[config.mk]
export PLATFORM = sky130hd
export DESIGN_NAME = gb_host_arb
export DESIGN_NICKNAME = d
export VERILOG_FILES = /design/src/rtl/gb_host_arb_pkg.sv /design/src/rtl/gb_host_arb_rr_arb2.sv /design/src/rtl/gb_host_arb.sv
export SDC_FILE = /design/constraint.sdc
export NUM_CORES = 1
export LEC_CHECK = 0
export ABC_AREA = 1
export CAP_MARGIN = 30
export CORE_UTILIZATION = 43
export DETAILED_ROUTE_END_ITERATION = 12
export HOLD_SLACK_MARGIN = 0.06
export MAX_ROUTING_LAYER = met4
export PLACE_DENSITY = 0.88
export SETUP_SLACK_MARGIN = 0.2
export SLEW_MARGIN = 20
export SYNTH_ARGS = -nofsm -noshare
export SYNTH_HDL_FRONTEND = slang
export SYNTH_SLANG_ARGS = --single-unit
[constraint.sdc]
create_clock -name gb_clk -period 1.9 [get_ports gb_clk]
set_input_delay 0.38 -clock gb_clk [delete_from_list [all_inputs] [get_ports gb_clk]]
set_output_delay 0.38 -clock gb_clk [all_outputs]
set_load 0.03 [all_outputs]
[src/rtl/gb_host_arb_pkg.sv]
// ============================================================================
//  Module      : gb_host_arb_pkg
//  Description : Shared types and constants for the two-requester ghostbus
//                host arbiter (FSM state encoding, wait-counter width,
//                requester indices).
//  Revision    : 1.0 - initial release
// ============================================================================
`default_nettype none

package gb_host_arb_pkg;

    // Arbiter FSM states, fixed encodings
    typedef enum logic [1:0] {
        ST_IDLE   = 2'd0,
        ST_STROBE = 2'd1,
        ST_WAIT   = 2'd2,
        ST_RESP   = 2'd3
    } state_t;

    // Width of the read-latency wait counter (latencies 1..15)
    localparam int unsigned c_LAT_CNT_W = 4;

    // Requester indices into the one-hot grant vector
    localparam int unsigned c_REQ0 = 0;
    localparam int unsigned c_REQ1 = 1;

endpackage

`default_nettype wire

[src/rtl/gb_host_arb_rr_arb2.sv]
// ============================================================================
//  Module      : gb_rr_arb2
//  Description : Two-input grant logic for gb_host_arb. Produces a one-hot
//                grant from the two request valids and the "last granted"
//                pointer. Build option GB_ARB_FIXED_PRIO_EN switches to a
//                fixed priority where requester 0 always wins.
//  Revision    : 1.0 - initial release
// ============================================================================
`default_nettype none

module gb_rr_arb2
    import gb_host_arb_pkg::*;
(
    input  logic       i_valid0,
    input  logic       i_valid1,
    input  logic       i_last,
    output logic [1:0] o_grant
);

`ifdef GB_ARB_FIXED_PRIO_EN
    // The pointer has no meaning with a fixed priority
    logic w_unused_last;
    assign w_unused_last = i_last;

    // Requester 0 always wins contention
    always_comb begin
        o_grant = 2'b00;
        if (i_valid0) begin
            o_grant[c_REQ0] = 1'b1;
        end else if (i_valid1) begin
            o_grant[c_REQ1] = 1'b1;
        end
    end
`else
    // Round-robin: on contention the requester that did not go last wins
    always_comb begin
        o_grant = 2'b00;
        if (i_valid0 && i_valid1) begin
            if (i_last) begin
                o_grant[c_REQ0] = 1'b1;
            end else begin
                o_grant[c_REQ1] = 1'b1;
            end
        end else if (i_valid0) begin
            o_grant[c_REQ0] = 1'b1;
        end else if (i_valid1) begin
            o_grant[c_REQ1] = 1'b1;
        end
    end
`endif

endmodule

`default_nettype wire

[src/rtl/gb_host_arb.sv]
// ============================================================================
//  Module      : gb_host_arb
//  Description : Shares one ghostbus host port between two requesters. One
//                transaction in flight; drives gb_wen/gb_rstb for one cycle,
//                captures gb_rdata READ_LATENCY cycles after the read strobe
//                and returns a one-cycle response pulse to the owner.
//                Build option GB_ARB_FIXED_PRIO_EN (see gb_rr_arb2).
//  Revision    : 1.0 - initial release
// ============================================================================
`default_nettype none

module gb_host_arb
    import gb_host_arb_pkg::*;
#(
    parameter int AW           = 24,
    parameter int DW           = 32,
    parameter int READ_LATENCY = 1
) (
    input  logic          gb_clk,
    input  logic          gb_rst,
    // requester 0
    input  logic          r0_valid,
    output logic          r0_ready,
    input  logic          r0_we,
    input  logic [AW-1:0] r0_addr,
    input  logic [DW-1:0] r0_wdata,
    output logic          r0_rsp_valid,
    output logic [DW-1:0] r0_rsp_rdata,
    // requester 1
    input  logic          r1_valid,
    output logic          r1_ready,
    input  logic          r1_we,
    input  logic [AW-1:0] r1_addr,
    input  logic [DW-1:0] r1_wdata,
    output logic          r1_rsp_valid,
    output logic [DW-1:0] r1_rsp_rdata,
    // ghostbus host port
    output logic [AW-1:0] gb_addr,
    output logic [DW-1:0] gb_wdata,
    output logic          gb_wen,
    output logic          gb_rstb,
    input  logic [DW-1:0] gb_rdata
);

    // WAIT lasts READ_LATENCY cycles: the counter is loaded with
    // READ_LATENCY-1 in STROBE and WAIT exits when it reaches zero, so the
    // capture edge is the READ_LATENCY-th edge after the strobe cycle ends.
    localparam logic [c_LAT_CNT_W-1:0] c_WAIT_INIT = c_LAT_CNT_W'(READ_LATENCY - 1);

    state_t                 r_state;
    state_t                 w_state_nxt;
    logic [c_LAT_CNT_W-1:0] r_wait_cnt;

    logic                   r_last;
    logic                   r_owner;
    logic                   r_we;
    logic [AW-1:0]          r_addr;
    logic [DW-1:0]          r_wdata;
    logic                   r_wen;
    logic                   r_rstb;
    logic                   r_rsp_valid0;
    logic                   r_rsp_valid1;
    logic [DW-1:0]          r_rsp_rdata0;
    logic [DW-1:0]          r_rsp_rdata1;

    logic [1:0]             w_grant;
    logic                   w_idle;
    logic                   w_accept;
    logic                   w_sel;
    logic                   w_sel_we;
    logic [AW-1:0]          w_sel_addr;
    logic [DW-1:0]          w_sel_wdata;
    logic                   w_to_resp;

    gb_rr_arb2 u_arb (
        .i_valid0 (r0_valid),
        .i_valid1 (r1_valid),
        .i_last   (r_last),
        .o_grant  (w_grant)
    );

    assign w_idle      = (r_state == ST_IDLE) && !gb_rst;
    assign w_accept    = w_idle && (w_grant != 2'b00);
    assign w_sel       = w_grant[c_REQ1];
    assign w_sel_we    = w_sel ? r1_we    : r0_we;
    assign w_sel_addr  = w_sel ? r1_addr  : r0_addr;
    assign w_sel_wdata = w_sel ? r1_wdata : r0_wdata;

    // Transaction completes: write leaves STROBE, read finishes WAIT
    assign w_to_resp = ((r_state == ST_STROBE) && r_we) ||
                       ((r_state == ST_WAIT) && (r_wait_cnt == '0));

    assign r0_ready = w_idle && w_grant[c_REQ0];
    assign r1_ready = w_idle && w_grant[c_REQ1];

    // Outputs are forced low while reset is asserted, whatever the state
    assign gb_addr      = gb_rst ? '0 : r_addr;
    assign gb_wdata     = gb_rst ? '0 : r_wdata;
    assign gb_wen       = r_wen  && !gb_rst;
    assign gb_rstb      = r_rstb && !gb_rst;
    assign r0_rsp_valid = r_rsp_valid0 && !gb_rst;
    assign r1_rsp_valid = r_rsp_valid1 && !gb_rst;
    assign r0_rsp_rdata = gb_rst ? '0 : r_rsp_rdata0;
    assign r1_rsp_rdata = gb_rst ? '0 : r_rsp_rdata1;

    // State register
    always_ff @(posedge gb_clk) begin
        if (gb_rst) begin
            r_state <= ST_IDLE;
        end else begin
            r_state <= w_state_nxt;
        end
    end

    // Next-state logic
    always_comb begin
        w_state_nxt = r_state;
        case (r_state)
            ST_IDLE:   if (w_accept) w_state_nxt = ST_STROBE;
            ST_STROBE: w_state_nxt = r_we ? ST_RESP : ST_WAIT;
            ST_WAIT:   if (r_wait_cnt == '0) w_state_nxt = ST_RESP;
            ST_RESP:   w_state_nxt = ST_IDLE;
            default:   w_state_nxt = ST_IDLE;
        endcase
    end

    // Read-latency countdown
    always_ff @(posedge gb_clk) begin
        if (gb_rst) begin
            r_wait_cnt <= '0;
        end else if (r_state == ST_STROBE) begin
            r_wait_cnt <= c_WAIT_INIT;
        end else if ((r_state == ST_WAIT) && (r_wait_cnt != '0)) begin
            r_wait_cnt <= r_wait_cnt - 1'b1;
        end
    end

    // Request latch, round-robin pointer and one-cycle bus strobes
    always_ff @(posedge gb_clk) begin
        if (gb_rst) begin
            r_last  <= 1'b1;
            r_owner <= 1'b0;
            r_we    <= 1'b0;
            r_addr  <= '0;
            r_wdata <= '0;
            r_wen   <= 1'b0;
            r_rstb  <= 1'b0;
        end else begin
            r_wen  <= 1'b0;
            r_rstb <= 1'b0;
            if (w_accept) begin
                r_last  <= w_sel;
                r_owner <= w_sel;
                r_we    <= w_sel_we;
                r_addr  <= w_sel_addr;
                r_wdata <= w_sel_wdata;
                r_wen   <= w_sel_we;
                r_rstb  <= !w_sel_we;
            end
        end
    end

    // Response pulse and read-data capture for the owner
    always_ff @(posedge gb_clk) begin
        if (gb_rst) begin
            r_rsp_valid0 <= 1'b0;
            r_rsp_valid1 <= 1'b0;
            r_rsp_rdata0 <= '0;
            r_rsp_rdata1 <= '0;
        end else begin
            r_rsp_valid0 <= 1'b0;
            r_rsp_valid1 <= 1'b0;
            if (w_to_resp) begin
                if (r_owner) begin
                    r_rsp_valid1 <= 1'b1;
                    r_rsp_rdata1 <= r_we ? '0 : gb_rdata;
                end else begin
                    r_rsp_valid0 <= 1'b1;
                    r_rsp_rdata0 <= r_we ? '0 : gb_rdata;
                end
            end
        end
    end

endmodule

`default_nettype wire

==> results.sh <==
export IMPL_final_hold_viol_count=0
export IMPL_yosys_warnings=0
export IMPL_grt_pass1_vias=6824
export IMPL_synth_top_area_frac=0.404
export IMPL_finalCriticalPeriod_ns=1.80
export IMPL_die_w_um=126
export IMPL_critical_path_class="flop to primary output"
export IMPL_slew_viol_final=0
export IMPL_relSlewSlack=0.622
export IMPL_ant_nets=0
export IMPL_antennaDiodeCount=0
export IMPL_first_pass_iters=5
export IMPL_port_buffers=275
export IMPL_pin_count=276
export IMPL_wl_met1_mm=8.22
export IMPL_core_area_um2=14800
export IMPL_fin_setup_tns_ns=0
export IMPL_clk_pin_slew_worst_paths_ns=0.06
export IMPL_cts_path_max_buffers=2
export IMPL_ctsHtreeMaxLevel=4
export IMPL_cp_max_fo=3
export IMPL_required_ns=1.52
export IMPL_cap_violations=0
export IMPL_drtIter0Drc=357
export IMPL_status="finished clean"
export IMPL_p_per_area_nw_per_um2=1110
export IMPL_synth_top_cell_by_area="dfxtp_1"
export IMPL_routed_wl_mm=20.3
export IMPL_nFillCells=1178
export IMPL_hold_path_class="flop to flop"
export IMPL_ir_worst_vdd_v=0.000780
export IMPL_cts_buffers=17
export IMPL_dieArea_um2=15800
export IMPL_synthCells=1061
export IMPL_viasPerCell=4.81
export IMPL_cts_tree="yes"
export IMPL_seq_area_frac_synth=0.404
export IMPL_synth_area_um2=6600
export IMPL_fin_skew_ns=0.00882
export IMPL_grt_first_pass_wirelength_mm=31.7
export IMPL_antenna_found_initial=0
export IMPL_r2r_slack_ns=0.29
export IMPL_grt_overflow=0
export IMPL_syn_num_nets=1215
export IMPL_layout_nets=1488
export IMPL_finalCritPeriodShare=0.950
export IMPL_cp_arrival_ns=1.42
export IMPL_cts_hold_buf=0
export IMPL_placed_area_um2=9470
export IMPL_fin_area_um2=10200
export IMPL_rows=44
export IMPL_die_height_um=126
export IMPL_ys_ff_latch=133
export IMPL_vias=7360
export IMPL_clk_latency_ns=0.41
export IMPL_leakage_nw=5.41
export IMPL_final_util=0.693
export IMPL_clock_sinks=133
export IMPL_dr_wl_met3_mm=1.02
export IMPL_wire_per_inst_um=13.3
export IMPL_drive_above_1_share=0.161
export IMPL_endpoint_kind="primary output"
export IMPL_cp_start_kind="flop"
export IMPL_cts_root_buf="clkbuf_16"
export IMPL_setup_viol_count_final=0
export IMPL_dpl_hpwl_mm=14.4
export IMPL_topRoutingLayerUsed="met4"
export IMPL_initial_core_util=0.447
export IMPL_grt_start_max_net_pins=62
export IMPL_tightest_slew_ns=0.566
export IMPL_grt_usage=0.258
export IMPL_rsz0062_at_grt="true"
export IMPL_syn_to_final_growth_pct=55.0
export IMPL_dr_wl_met2_mm=10.2
export IMPL_power_mw=11.3
export IMPL_synth_area_leaders="dfxtp_1, nor2_1, inv_1"
export IMPL_avgSynthCellArea_um2=6.22
export IMPL_fmax_mhz=554
export IMPL_place_gp_congestion=0.862
export IMPL_post_route_drc_count=0
export IMPL_synthDistinctLibCells=24
## cell usage in the layout (no fill, tap or decap), types with 7 or more instances in the layout
cell / Yosys / final
buf_6: 4 / 7
nand2_1: 170 / 169
buf_4: 9 / 125
dfxtp_1: 133 / 131
nand3_1: 19 / 18
a21oi_1: 57 / 55
nor2_1: 252 / 251
inv_1: 225 / 220
o21ai_0: 56 / 56
clkdlybuf4s50_1: 0 / 148
a21boi_0: 9 / 9
inv_2: 4 / 8
clkbuf_16: 0 / 18
buf_12: 0 / 23
o21ai_1: 58 / 58
## worst paths after layout
kind / start / end / cells after the start
setup reg to reg: r_state[0] / r_rsp_rdata1[22] / 9
hold / removal: r_rsp_rdata1[7] / r_rsp_rdata1[7] / 2
setup / recovery: r_state[0] / r0_ready / 7
hold reg to reg: r_rsp_rdata1[7] / r_rsp_rdata1[7] / 2
## critical path, cell delays in order, from the launching register on
cell	delay (ns)
dfxtp_2	0.32
inv_2	0.07
ha_4	0.14
inv_2	0.04
nor2_4	0.12
nand3_2	0.11
inv_2	0.09
buf_12	0.13
## cells in the mapped netlist
| cell | count |
|---|---|
| nand4_1 | 1 |
| a21boi_1 | 1 |
| inv_2 | 4 |
| buf_2 | 24 |
| o211ai_1 | 1 |
| a21boi_0 | 9 |
| nand3_1 | 19 |
| a21oi_1 | 57 |
| dfxtp_1 | 133 |
| o21ai_0 | 56 |
| buf_6 | 4 |
| buf_1 | 8 |
| inv_1 | 225 |
| o31ai_1 | 2 |
| ha_1 | 4 |
| nand3_2 | 1 |
| nand2_1 | 170 |
| nor2_1 | 252 |
| clkbuf_1 | 16 |
| a21oi_4 | 1 |
| buf_4 | 9 |
| nand2_2 | 5 |
| o21ai_1 | 58 |
| nor2_2 | 1 |
## kinds of logic (layout without fill, tap and decap cells)
| group | Yosys count | count (layout) | synth area share |
|---|---|---|---|
| compound gates | 185 | 185 | 0.147 |
| fa+ha+maj | 4 | 4 | 0.00759 |
| buf+inv | 290 | 576 | 0.179 |
| flops | 133 | 133 | 0.404 |
| simple gates | 449 | 449 | 0.263 |
## where the power goes
group	leakage [nW]	internal (mW)	switching, mW	total [mW]
Sequential	1.09	3.46	0.280	3.74
Combinational	4.04	1.80	2.62	4.42
Clock	0.278	1.89	1.26	3.15
Total	5.41	7.15	4.16	11.3
## routing by layer
layer	GRT usage	vias to the layer above
met1	0.278	3300
met5	-	-
met4	0.136	0
li1	-	3698
met2	0.454	301
met3	0.0455	61
## flip-flops by register name, indices dropped and copies added, names as in the netlist
register      flops
r_we              1
r_wait_cnt        4
r_owner           1
r_wdata          32
r_last            1
r_rsp_valid0      1
r_wen             1
r_rsp_rdata0     32
r_rstb            1
r_addr           24
r_rsp_rdata1     32
r_state           2
r_rsp_valid1      1
## final cells by class
class / count / area, um2 / area share
timing repair buffer: 315 / 3070 / 0.301
multi-input combinational: 638 / 2820 / 0.276
sequential: 133 / 2670 / 0.261
inverter: 229 / 861 / 0.0842
clock buffer: 20 / 457 / 0.0446
tap: 184 / 230 / 0.0225
clock inverter: 12 / 120 / 0.0117
## timing repair
action | in CTS | in global routing
cloned | 0 | 2
buffers inserted | 4 | 5
pin swaps | 2 | 5
endpoints found under the setup margin | 106 | 120
gates resized for setup | 25 | 26
endpoints found under the hold margin | 0 | 0
## stage by stage
step,setup slack [ns],cells,hold slack (ns)
finish,0.0954,1531,0.472
global route,0.0210,1531,0.495
CTS,0.0621,1524,0.471
detailed placement,-0.0109,1488,0.462
global placement,0.00333,1488,0.457
floorplan,0.289,1061,0.446
Power figures use the tool's default switching activity.
